===== src/rtl/mvau_weight_stream.sv =====
// ---------------------------------------------------------------------------
// mvau_weight_stream : weight-memory read sequencer with a credit-gated 2-entry
// output FIFO, presenting NUM_REPS full memory sweeps as a valid/ready stream.
// Revision: 1.0
// ---------------------------------------------------------------------------
`default_nettype none

module mvau_weight_stream #(
  parameter int SIMD         = 2,
  parameter int TW           = 1,
  parameter int WMEM_DEPTH   = 4,
  parameter int WMEM_ADDR_BW = 4,
  parameter int NUM_REPS     = 4
) (
  input  logic                    aclk,
  input  logic                    areset,
  input  logic                    start,
  output logic                    busy,
  output logic                    done,
  output logic [WMEM_ADDR_BW-1:0] wmem_addr,
  input  logic [SIMD*TW-1:0]      wmem_out,
  output logic                    out_v,
  input  logic                    out_rdy,
  output logic [SIMD*TW-1:0]      out_wgt,
  output logic                    out_last
);

  localparam int WW     = SIMD * TW;
  localparam int REP_BW = (NUM_REPS > 1) ? $clog2(NUM_REPS) : 1;
  localparam logic [WMEM_ADDR_BW-1:0] LAST_ADDR = WMEM_ADDR_BW'(WMEM_DEPTH - 1);
  localparam logic [REP_BW-1:0]       LAST_REP  = REP_BW'(NUM_REPS - 1);

  typedef enum logic [1:0] {
    S_IDLE  = 2'd0,
    S_RUN   = 2'd1,
    S_DRAIN = 2'd2
  } state_t;

  state_t                  state_q, state_d;
  logic [WMEM_ADDR_BW-1:0] addr_q, addr_d;
  logic [REP_BW-1:0]       rep_q, rep_d;
  logic                    inflight_q, inflight_d;
  logic                    infl_last_q, infl_last_d;
  logic [1:0]              cnt_q, cnt_d;
  logic [WW:0]             head_q, head_d;
  logic [WW:0]             tail_q, tail_d;

  logic       pop;
  logic       issue;
  logic       drained;
  logic [2:0] credit;
  logic [WW:0] push_ent;

  assign out_v     = (cnt_q != 2'd0);
  assign out_wgt   = head_q[WW-1:0];
  assign out_last  = out_v & head_q[WW];
  assign wmem_addr = addr_q;

  assign pop      = out_v & out_rdy;
  assign push_ent = {infl_last_q, wmem_out};
  // Words already held plus the one read still in the memory pipe must leave room.
  assign credit   = {1'b0, cnt_q} + {2'b00, inflight_q} - {2'b00, pop};
  assign issue    = (state_q == S_RUN) && (credit < 3'd2);
  assign drained  = (cnt_q == 2'd0) && !inflight_q;
  assign busy     = (state_q == S_RUN) || ((state_q == S_DRAIN) && !drained);

  always_comb begin
    state_d     = state_q;
    addr_d      = addr_q;
    rep_d       = rep_q;
    done        = 1'b0;
    inflight_d  = issue;
    infl_last_d = (addr_q == LAST_ADDR);
    case (state_q)
      S_IDLE: begin
        if (start) begin
          state_d = S_RUN;
          addr_d  = '0;
          rep_d   = '0;
        end
      end
      S_RUN: begin
        if (issue) begin
          if (addr_q == LAST_ADDR) begin
            addr_d = '0;
            if (rep_q == LAST_REP) begin
              rep_d   = '0;
              state_d = S_DRAIN;
            end else begin
              rep_d = rep_q + 1'b1;
            end
          end else begin
            addr_d = addr_q + 1'b1;
          end
        end
      end
      S_DRAIN: begin
        if (drained) begin
          state_d = S_IDLE;
          done    = 1'b1;
        end
      end
      default: state_d = S_IDLE;
    endcase
  end

  always_comb begin
    cnt_d  = cnt_q;
    head_d = head_q;
    tail_d = tail_q;
    case ({inflight_q, pop})
      2'b10: begin
        if (cnt_q == 2'd0) head_d = push_ent;
        else               tail_d = push_ent;
        cnt_d = cnt_q + 2'd1;
      end
      2'b01: begin
        head_d = tail_q;
        cnt_d  = cnt_q - 2'd1;
      end
      2'b11: begin
        if (cnt_q == 2'd2) begin
          head_d = tail_q;
          tail_d = push_ent;
        end else begin
          head_d = push_ent;
        end
      end
      default: ;
    endcase
  end

  always_ff @(posedge aclk or posedge areset) begin
    if (areset) begin
      state_q     <= S_IDLE;
      addr_q      <= '0;
      rep_q       <= '0;
      inflight_q  <= 1'b0;
      infl_last_q <= 1'b0;
      cnt_q       <= 2'd0;
      head_q      <= '0;
      tail_q      <= '0;
    end else begin
      state_q     <= state_d;
      addr_q      <= addr_d;
      rep_q       <= rep_d;
      inflight_q  <= inflight_d;
      infl_last_q <= infl_last_d;
      cnt_q       <= cnt_d;
      head_q      <= head_d;
      tail_q      <= tail_d;
    end
  end

endmodule

`default_nettype wire


===== config.mk =====
export PLATFORM = sky130hd
export DESIGN_NAME = mvau_weight_stream
export DESIGN_NICKNAME = d
export VERILOG_FILES = /design/src/rtl/mvau_weight_stream.sv
export SDC_FILE = /design/constraint.sdc
export NUM_CORES = 1
export LEC_CHECK = 0
export CELL_PAD_IN_SITES_DETAIL_PLACEMENT = 0
export CELL_PAD_IN_SITES_GLOBAL_PLACEMENT = 1
export CORE_MARGIN = 8
export CORE_UTILIZATION = 40
export CTS_CLUSTER_SIZE = 24
export DETAILED_ROUTE_END_ITERATION = 8
export MAX_ROUTING_LAYER = met4
export PLACE_DENSITY_LB_ADDON = 0.1
export SETUP_SLACK_MARGIN = 0.2
export SYNTH_ARGS = -nofsm -noshare
export SYNTH_HDL_FRONTEND = slang
export SYNTH_SLANG_ARGS = --single-unit

===== constraint.sdc =====
create_clock -name aclk -period 3 [get_ports aclk]
set_input_delay 0.75 -clock aclk [delete_from_list [all_inputs] [get_ports aclk]]
set_output_delay 0.75 -clock aclk [all_outputs]
set_load 0.1 [all_outputs]

# Word level (Yosys, flattened, before mapping)
# Cells that the tools add are included.
# op_classes
n_bitwise,2
reduce_logical,18
add_sub_neg,6
mux,24
eq_ne,16
n_lt_le_gt_ge,1
# ops
cell,count
$mux W2,9
$ne A2 B2 Y1 const B,7
$mux W3,4
$mux W4,3
$eq A2 B2 Y1 const B,5
$pmux W3 S3,1
$pmux W2 S2,2
$pmux W4 S2,1
$reduce_bool A2 Y1,4
$pmux W2 S3,1
$pmux W3 S2,1
$reduce_and A3 Y1,2
$reduce_and A5 Y1,1
$add A2 B1 Y2 const B,2
$add A4 B1 Y4 const B,1
$eq A2 B1 Y1 const B,2
$eq A4 B2 Y1 const B,1
$logic_not A2 Y1,2
$reduce_and A4 Y1,1
$add A2 B1 Y3,1
$logic_and A1 B1 Y1,3
$lt A3 B2 Y1 const B,1
$reduce_bool A3 Y1,1
$sub A3 B1 Y3,1
7 further kinds,10
# totals
register_bits,18
in_bits,6
output_inout_bits,10
word_cells,75

# Logic depth before layout (Yosys ltp)
# Gate-level depths: netlist of the first run.
# depth
depth_word,7
mapped_depth,10
depth_no_buf,9

# Worst setup path before layout of the first run
# No wires, ideal clock.
# synth_timing
kind,reg2out
start,reg cnt_q[1]
end,out out_last
arrival_ps,2119
path_slack_ps,131
stages_incl_launch_ff,4
path_buffers,0
required_time_ps,2250
path_cell_list,dfrtp_1 nor2_1 inv_1 and2_1
# synth_between
elab_chain_len,2
# synth_rtl
item,line,text
"start, declared",44,"logic [1:0] cnt_q, cnt_d;"
"start signal, assigned",149,cnt_q <= cnt_d;
$reduce_bool A2 Y1,54,assign out_v = (cnt_q != 2'd0);
net out_v,22,"output logic out_v,"
$and A1 B1 Y1,56,assign out_last = out_v & head_q[WW];
"end, declared",25,output logic out_last
# The timed path passes the listed nets, and every way through them passes these cells.

# Final worst setup path of the first run
# layout_timing
start,in out_rdy
end,"reg addr_q[0], in the netlist wmem_addr[0]"
# layout_between
elab_chain_len,6
# layout_rtl
item,line,text
"start, declared",23,"input logic out_rdy,"
$and A1 B1 Y1,59,assign pop = out_v & out_rdy;
$sub A3 B1 Y3,62,"assign credit = {1'b0, cnt_q} + {2'b00, inflight_q} - {2'b00, pop};"
$lt A3 B2 Y1,63,assign issue = (state_q == S_RUN) && (credit < 3'd2);
$logic_and A1 B1 Y1,63,
$ne A2 B2 Y1 (no line),n/a,
$reduce_and A3 Y1 (no line),n/a,
"end signal, assigned",145,addr_q <= addr_d;
"end, declared",40,"logic [WMEM_ADDR_BW-1:0] addr_q, addr_d;"
# No other way between the ends.
# A chain may end at the register's enable or synchronous reset.

==> results of run 1 <==
logic make-up after synthesis:
kind of cell | synth area share (%)
and+or+nand+nor | 18.2
AOI/OAI and AO/OA | 13.3
muxes | 7.63
buffers and inverters | 5.53
adders and majority gates | 6.89
DFF | 44.3
xor gates and xnor gates | 4.18
Yosys cell counts (all sizes together):
cell	n	area share (%)
or4	1	0.74
nor3	1	0.49
nor3b	1	0.74
o21bai	1	0.74
buf	3	2.6
and4b	1	1.1
nor2b	2	1.2
xor2	1	0.86
a31oi	1	0.62
ha	4	4.9
a21boi	1	0.74
mux2i	1	0.98
a21oi	3	1.8
a2bb2oi	1	0.86
and4	1	0.86
and3	1	0.62
nor2	5	1.8
xnor2	3	3.3
and2	1	0.62
o31ai	1	0.74
o21ai	11	5.4
inv	8	3.0
nand3	5	3.0
o211ai	1	0.74
mux2	6	6.6
fa	1	2.0
o22ai	1	0.62
or2	1	0.62
nand4	1	0.62
a32o	1	0.98
dfrtp	18	44
nand2b	1	0.62
nand2	12	4.4
and2b	1	0.74
registers in the layout, summed over array words and instances, names as in the netlist:
signal	count
head_q	3
rep_q	2
state_q	2
cnt_q	2
wmem_addr	4
inflight_q	1
infl_last_q	1
tail_q	3
per-stage QoR:
stage	instance area, sq um	instances	hold WS [ns]	utilization (%)	setup WS, ns
2_1_floorplan	1020	102	0.460	-	0.359
6_report	1220	151	0.503	49.5	0.362
3_3_place_gp	1180	147	0.481	48.1	0.109
3_5_place_dp	1180	147	0.487	48.1	0.0435
4_1_cts	1220	151	0.505	49.5	0.370
5_1_grt	1220	151	0.538	49.5	0.232
worst max-delay path by stage:
stage,cells past startpoint,end,slack (ns)
2_1_floorplan,4,busy,0.36
3_3_place_gp,9,wmem_addr[0],0.11
3_5_place_dp,9,wmem_addr[0],0.04
4_1_cts,9,wmem_addr[0],0.37
5_1_grt,5,busy,0.23
6_report,9,wmem_addr[0],0.36
cell type report:
class	count	area, sq um
timing repair buffer	18	148
sequential	18	450
clock buffer	4	36.3
tap	30	37.5
multi-input combinational	73	514
fill	248	1240
inverter	8	30.0
per-layer routing:
metal | GRT usage, % | vias to the layer above | share of wire, %
met5 | - | - | 0
met4 | 5.60 | 0 | 1.4
met3 | 2.37 | 4 | 4.1
met2 | 13.8 | 13 | 41
met1 | 14.7 | 370 | 53
li1 | - | 391 | -
worst max-delay path, stage by stage:
cell             delay (ns)
clkdlybuf4s50_1        0.41
buf_4                  0.16
nor2b_1                0.11
o21ai_0                0.10
fa_1                   0.42
xnor2_2                0.21
nand3_2                0.10
or4_1                  0.46
a21boi_1               0.13
==> impl_metrics.yaml, run 1 <==
outcome:
  status: "finished clean"
floorplanning:
  initial_utilization_pct: 41.4
  die-area_sq_um: 4410
  io_pins: 16
  die_h_microns: 66.4
  placementRows: 18
  fp.dieW_microns: 66.4
  core_area_sq_um: 2450
finish:
  layout_common_cells: "dfrtp_1, buf_4, nand2_1, o21ai_0, inv_1"
  layout-drive-gt1-share_pct: 24.8
  final_nets: 133
  area_growth_pct: 19.6
  layout_commonest_cell: "dfrtp_1"
  antenna_cells: 0
worst_setup_path:
  crit_type: "input pin to flop"
  ff2ff_path_depth: 8
  critPathRequiredTime_ns: 3.22
  worstPathArrival_ns: 2.86
  r2r_end: "wmem_addr[0]"
  crit_start: "out_rdy"
  crit_path_start_kind: "input pin"
  worst-path-max-fanout: 6
  r2r_slack_ns: 0.71
  rr_startpoint: "cnt_q[1]"
  end_kind: "flop"
route:
  drtIter0Drc: 42
  wire_per_inst_microns: 13.8
  post-route-drc-count: 0
  viasPerCell: 5.15
  dr.pass1.iters: 4
  ant_nets: 0
  wl_mm: 2.09
  num_vias: 778
global_route:
  antenna_found_initial: 0
  grt_max_degree: 19
  overflow: 0
  grt_pass1_wl_mm: 3.51
  grt.total_usage_pct: 10.6
  grt_pass1_vias: 733
sta:
  skew_ns: 0.00517
  fmax_ghz: 0.379
  finalHoldViolCount: 0
  period_share_pct: 87.9
  fin_setup_tns_ns: 0
  setup_viol: 0
  tightest_slew_ns: 0.682
  rsz0062_at_grt: "no"
  slew_violations: 0
  min_period_ns: 2.64
  slew_headroom_pct: 54.5
worst_hold_path:
  min_path_cells: 1
  hold_path_startpoint: "rep_q[0]"
  min_to: "rep_q[0]"
  hold_class: "flop to flop"
clock_network:
  cts_hold_buf: 0
  clk_latency_ns: 0.30
  path_clk_slew_ns: 0.10
  cts_max_level: 1
  clock-sinks: 18
  cts_resized: 0
  cts_tree: "built"
  clk_path_buf_depth: 2
  cts_buffers: 3
  post-cts-setup-buffers: 0
  clockRootBuffer: "clkbuf_4"
flow_run:
  maxCapViolations: 0
placed_design:
  gp_congestion: 0.794
  io_buffer_count: 15
  hpwlAfterDp_mm: 1.60
logic_synthesis:
  netlist_area_sq_um: 1020
  ys_types: 38
  yosys_register_bits: 18
  avgSynthCellArea_sq_um: 9.97
  yosys_warnings: 0
  yosysSeqAreaShare_pct: 44.3
  synthesis.nets: 113
  syn_inst: 102
Power of run 1 is left out: the tool's default activity adds up to more than one toggle a clock period on the data nets, which glitch-free logic cannot reach.
==> run 2, diff against run 1 <==
--- a/config.mk
+++ b/config.mk
@@ -8,10 +8,9 @@
 export CELL_PAD_IN_SITES_DETAIL_PLACEMENT = 0
 export CELL_PAD_IN_SITES_GLOBAL_PLACEMENT = 1
 export CORE_MARGIN = 8
-export CORE_UTILIZATION = 40
+export CORE_UTILIZATION = 35
 export CTS_CLUSTER_SIZE = 24
 export DETAILED_ROUTE_END_ITERATION = 8
-export MAX_ROUTING_LAYER = met4
 export PLACE_DENSITY_LB_ADDON = 0.1
 export SETUP_SLACK_MARGIN = 0.2
 export SYNTH_ARGS = -nofsm -noshare
==> impl_metrics.yaml, run 2 (synthesis gave the netlist of run 1 again) <==
sta:
  tightest_slew_ns: 0.702
  fin_setup_tns_ns: 0
  skew_ns: 0.00951
  fmax_ghz: 0.376
  setup_viol: 0
  slew_violations: 0
  rsz0062_at_grt: "no"
  slew_headroom_pct: 53.2
  period_share_pct: 88.8
  finalHoldViolCount: 0
  min_period_ns: 2.66
route:
  dr.pass1.iters: 4
  wire_per_inst_microns: 13.8
  viasPerCell: 5.22
  ant_nets: 0
  wl_mm: 2.10
  drtIter0Drc: 27
  post-route-drc-count: 0
  num_vias: 794
global_route:
  grt_pass1_wl_mm: 3.62
  grt.total_usage_pct: 8.57
  grt_max_degree: 19
  overflow: 0
  top_usage_layer: "met2"
  met2_usage_pct: 15.2
  met3_usage_pct: 1.98
  grt_pass1_vias: 793
  use_met1_pct: 10.1
  antenna_found_initial: 0
placed_design:
  gp_congestion: 0.785
  hpwlAfterDp_mm: 1.62
  dp.cells: 148
  io_buffer_count: 15
clock_network:
  cts_hold_buf: 0
  cts_tree: "built"
  path_clk_slew_ns: 0.11
  clock-sinks: 18
  clockRootBuffer: "clkbuf_4"
  post-cts-setup-buffers: 0
  clk_path_buf_depth: 2
  cts_max_level: 1
  cts_buffers: 3
  clk_latency_ns: 0.29
  cts_resized: 0
finish:
  largest_register_ffs: 4
  final_nets: 133
  layout_commonest_cell: "dfrtp_1"
  fin_cells: 152
  area_growth_pct: 19.7
  layout_common_cells: "dfrtp_1, buf_4, nand2_1, o21ai_0, inv_1"
  antenna_cells: 0
  final_core_util_pct: 44.1
  layout-drive-gt1-share_pct: 24.8
worst_setup_path:
  crit_chain: "clkdlybuf4s50_1 -> nand2_1 -> nor2_1 -> o21ai_0 -> fa_1 -> xnor2_2 -> nand3_2 -> or4_1 -> a21boi_1"
  end_kind: "flop"
  crit_type: "input pin to flop"
  ff2ff_path_depth: 8
  cpPeakStageDelay_ns: 0.48
  r2r_slack_ns: 0.70
  worstPathArrival_ns: 2.89
  r2r_end: "wmem_addr[0]"
  crit_path_start_kind: "input pin"
  slowest_stage: "clkdlybuf4s50_1"
  worst-path-max-fanout: 3
  critPathRequiredTime_ns: 3.23
  rr_startpoint: "cnt_q[1]"
floorplanning:
  die_h_microns: 69.9
  fp.dieW_microns: 69.9
  die-area_sq_um: 4890
  core_area_sq_um: 2760
  io_pins: 16
  placementRows: 19
  initial_utilization_pct: 36.9
worst_hold_path:
  hold_class: "flop to flop"
  hold_path_startpoint: "tail_q[2]"
  min_path_cells: 1
  min_to: "tail_q[2]"
flow_run:
  maxCapViolations: 0
outcome:
  status: "finished clean"
[run 2: cell counts in the layout (fill, tap and decap cells not counted)]
No cell type changed its count.
[run 2: area by class of cell]
type | instances | area [sq um]
Multi-Input combinational cell | 73 | 514
Tap cell | 31 | 38.8
Clock buffer | 4 | 36.3
Timing Repair Buffer | 18 | 148
Inverter | 8 | 30.0
Fill cell | 276 | 1540
Sequential cell | 18 | 450
[run 2: metal layers]
metal	part of all wire, %	up-vias
met5	0	-
met4	0.48	0
met3	2.6	2
met2	52	9
met1	44	390
li1	-	393
[run 2: how the worst max path moves through the flow]
stage	startpoint	end	slack [ns]	cells past startpoint
2_1_floorplan	cnt_q[1]	busy	0.36	4
3_3_place_gp	out_rdy	wmem_addr[0]	0.1	9
3_5_place_dp	out_rdy	wmem_addr[0]	0.03	9
4_1_cts	out_rdy	wmem_addr[0]	0.33	9
5_1_grt	out_rdy	wmem_addr[0]	0.24	9
6_report	out_rdy	wmem_addr[0]	0.34	9
[run 2: through the flow]
step	cell area [sq um]	setup slack (ns)	hold slack, ns
CTS	1220	0.330	0.514
floorplan	1020	0.359	0.460
global route	1220	0.242	0.530
detailed placement	1180	0.0315	0.489
global placement	1180	0.0993	0.484
finish	1220	0.337	0.513
[run 2: critical path, delay by kind of cell]
family,cells,cell delay (ns)
adder cells (fa/ha/maj),1,0.43
AO/OA/AOI/OAI,2,0.28
buffers and inverters,1,0.48
XOR/XNOR,1,0.21
AND/OR/NAND/NOR,4,0.75
Power of run 2 is left out for the same reason.
==> run 3, diff against run 2 <==
--- a/config.mk
+++ b/config.mk
@@ -9,10 +9,12 @@
 export CELL_PAD_IN_SITES_GLOBAL_PLACEMENT = 1
 export CORE_MARGIN = 8
 export CORE_UTILIZATION = 35
+export CTS_CLUSTER_DIAMETER = 30
 export CTS_CLUSTER_SIZE = 24
 export DETAILED_ROUTE_END_ITERATION = 8
 export PLACE_DENSITY_LB_ADDON = 0.1
 export SETUP_SLACK_MARGIN = 0.2
+export SKIP_CTS_REPAIR_TIMING = 1
 export SYNTH_ARGS = -nofsm -noshare
 export SYNTH_HDL_FRONTEND = slang
 export SYNTH_SLANG_ARGS = --single-unit
==> results of run 3 <==
No change in the layout: final DEF, timing and power equal those of run 2.
Power of run 3 is left out for the same reason.
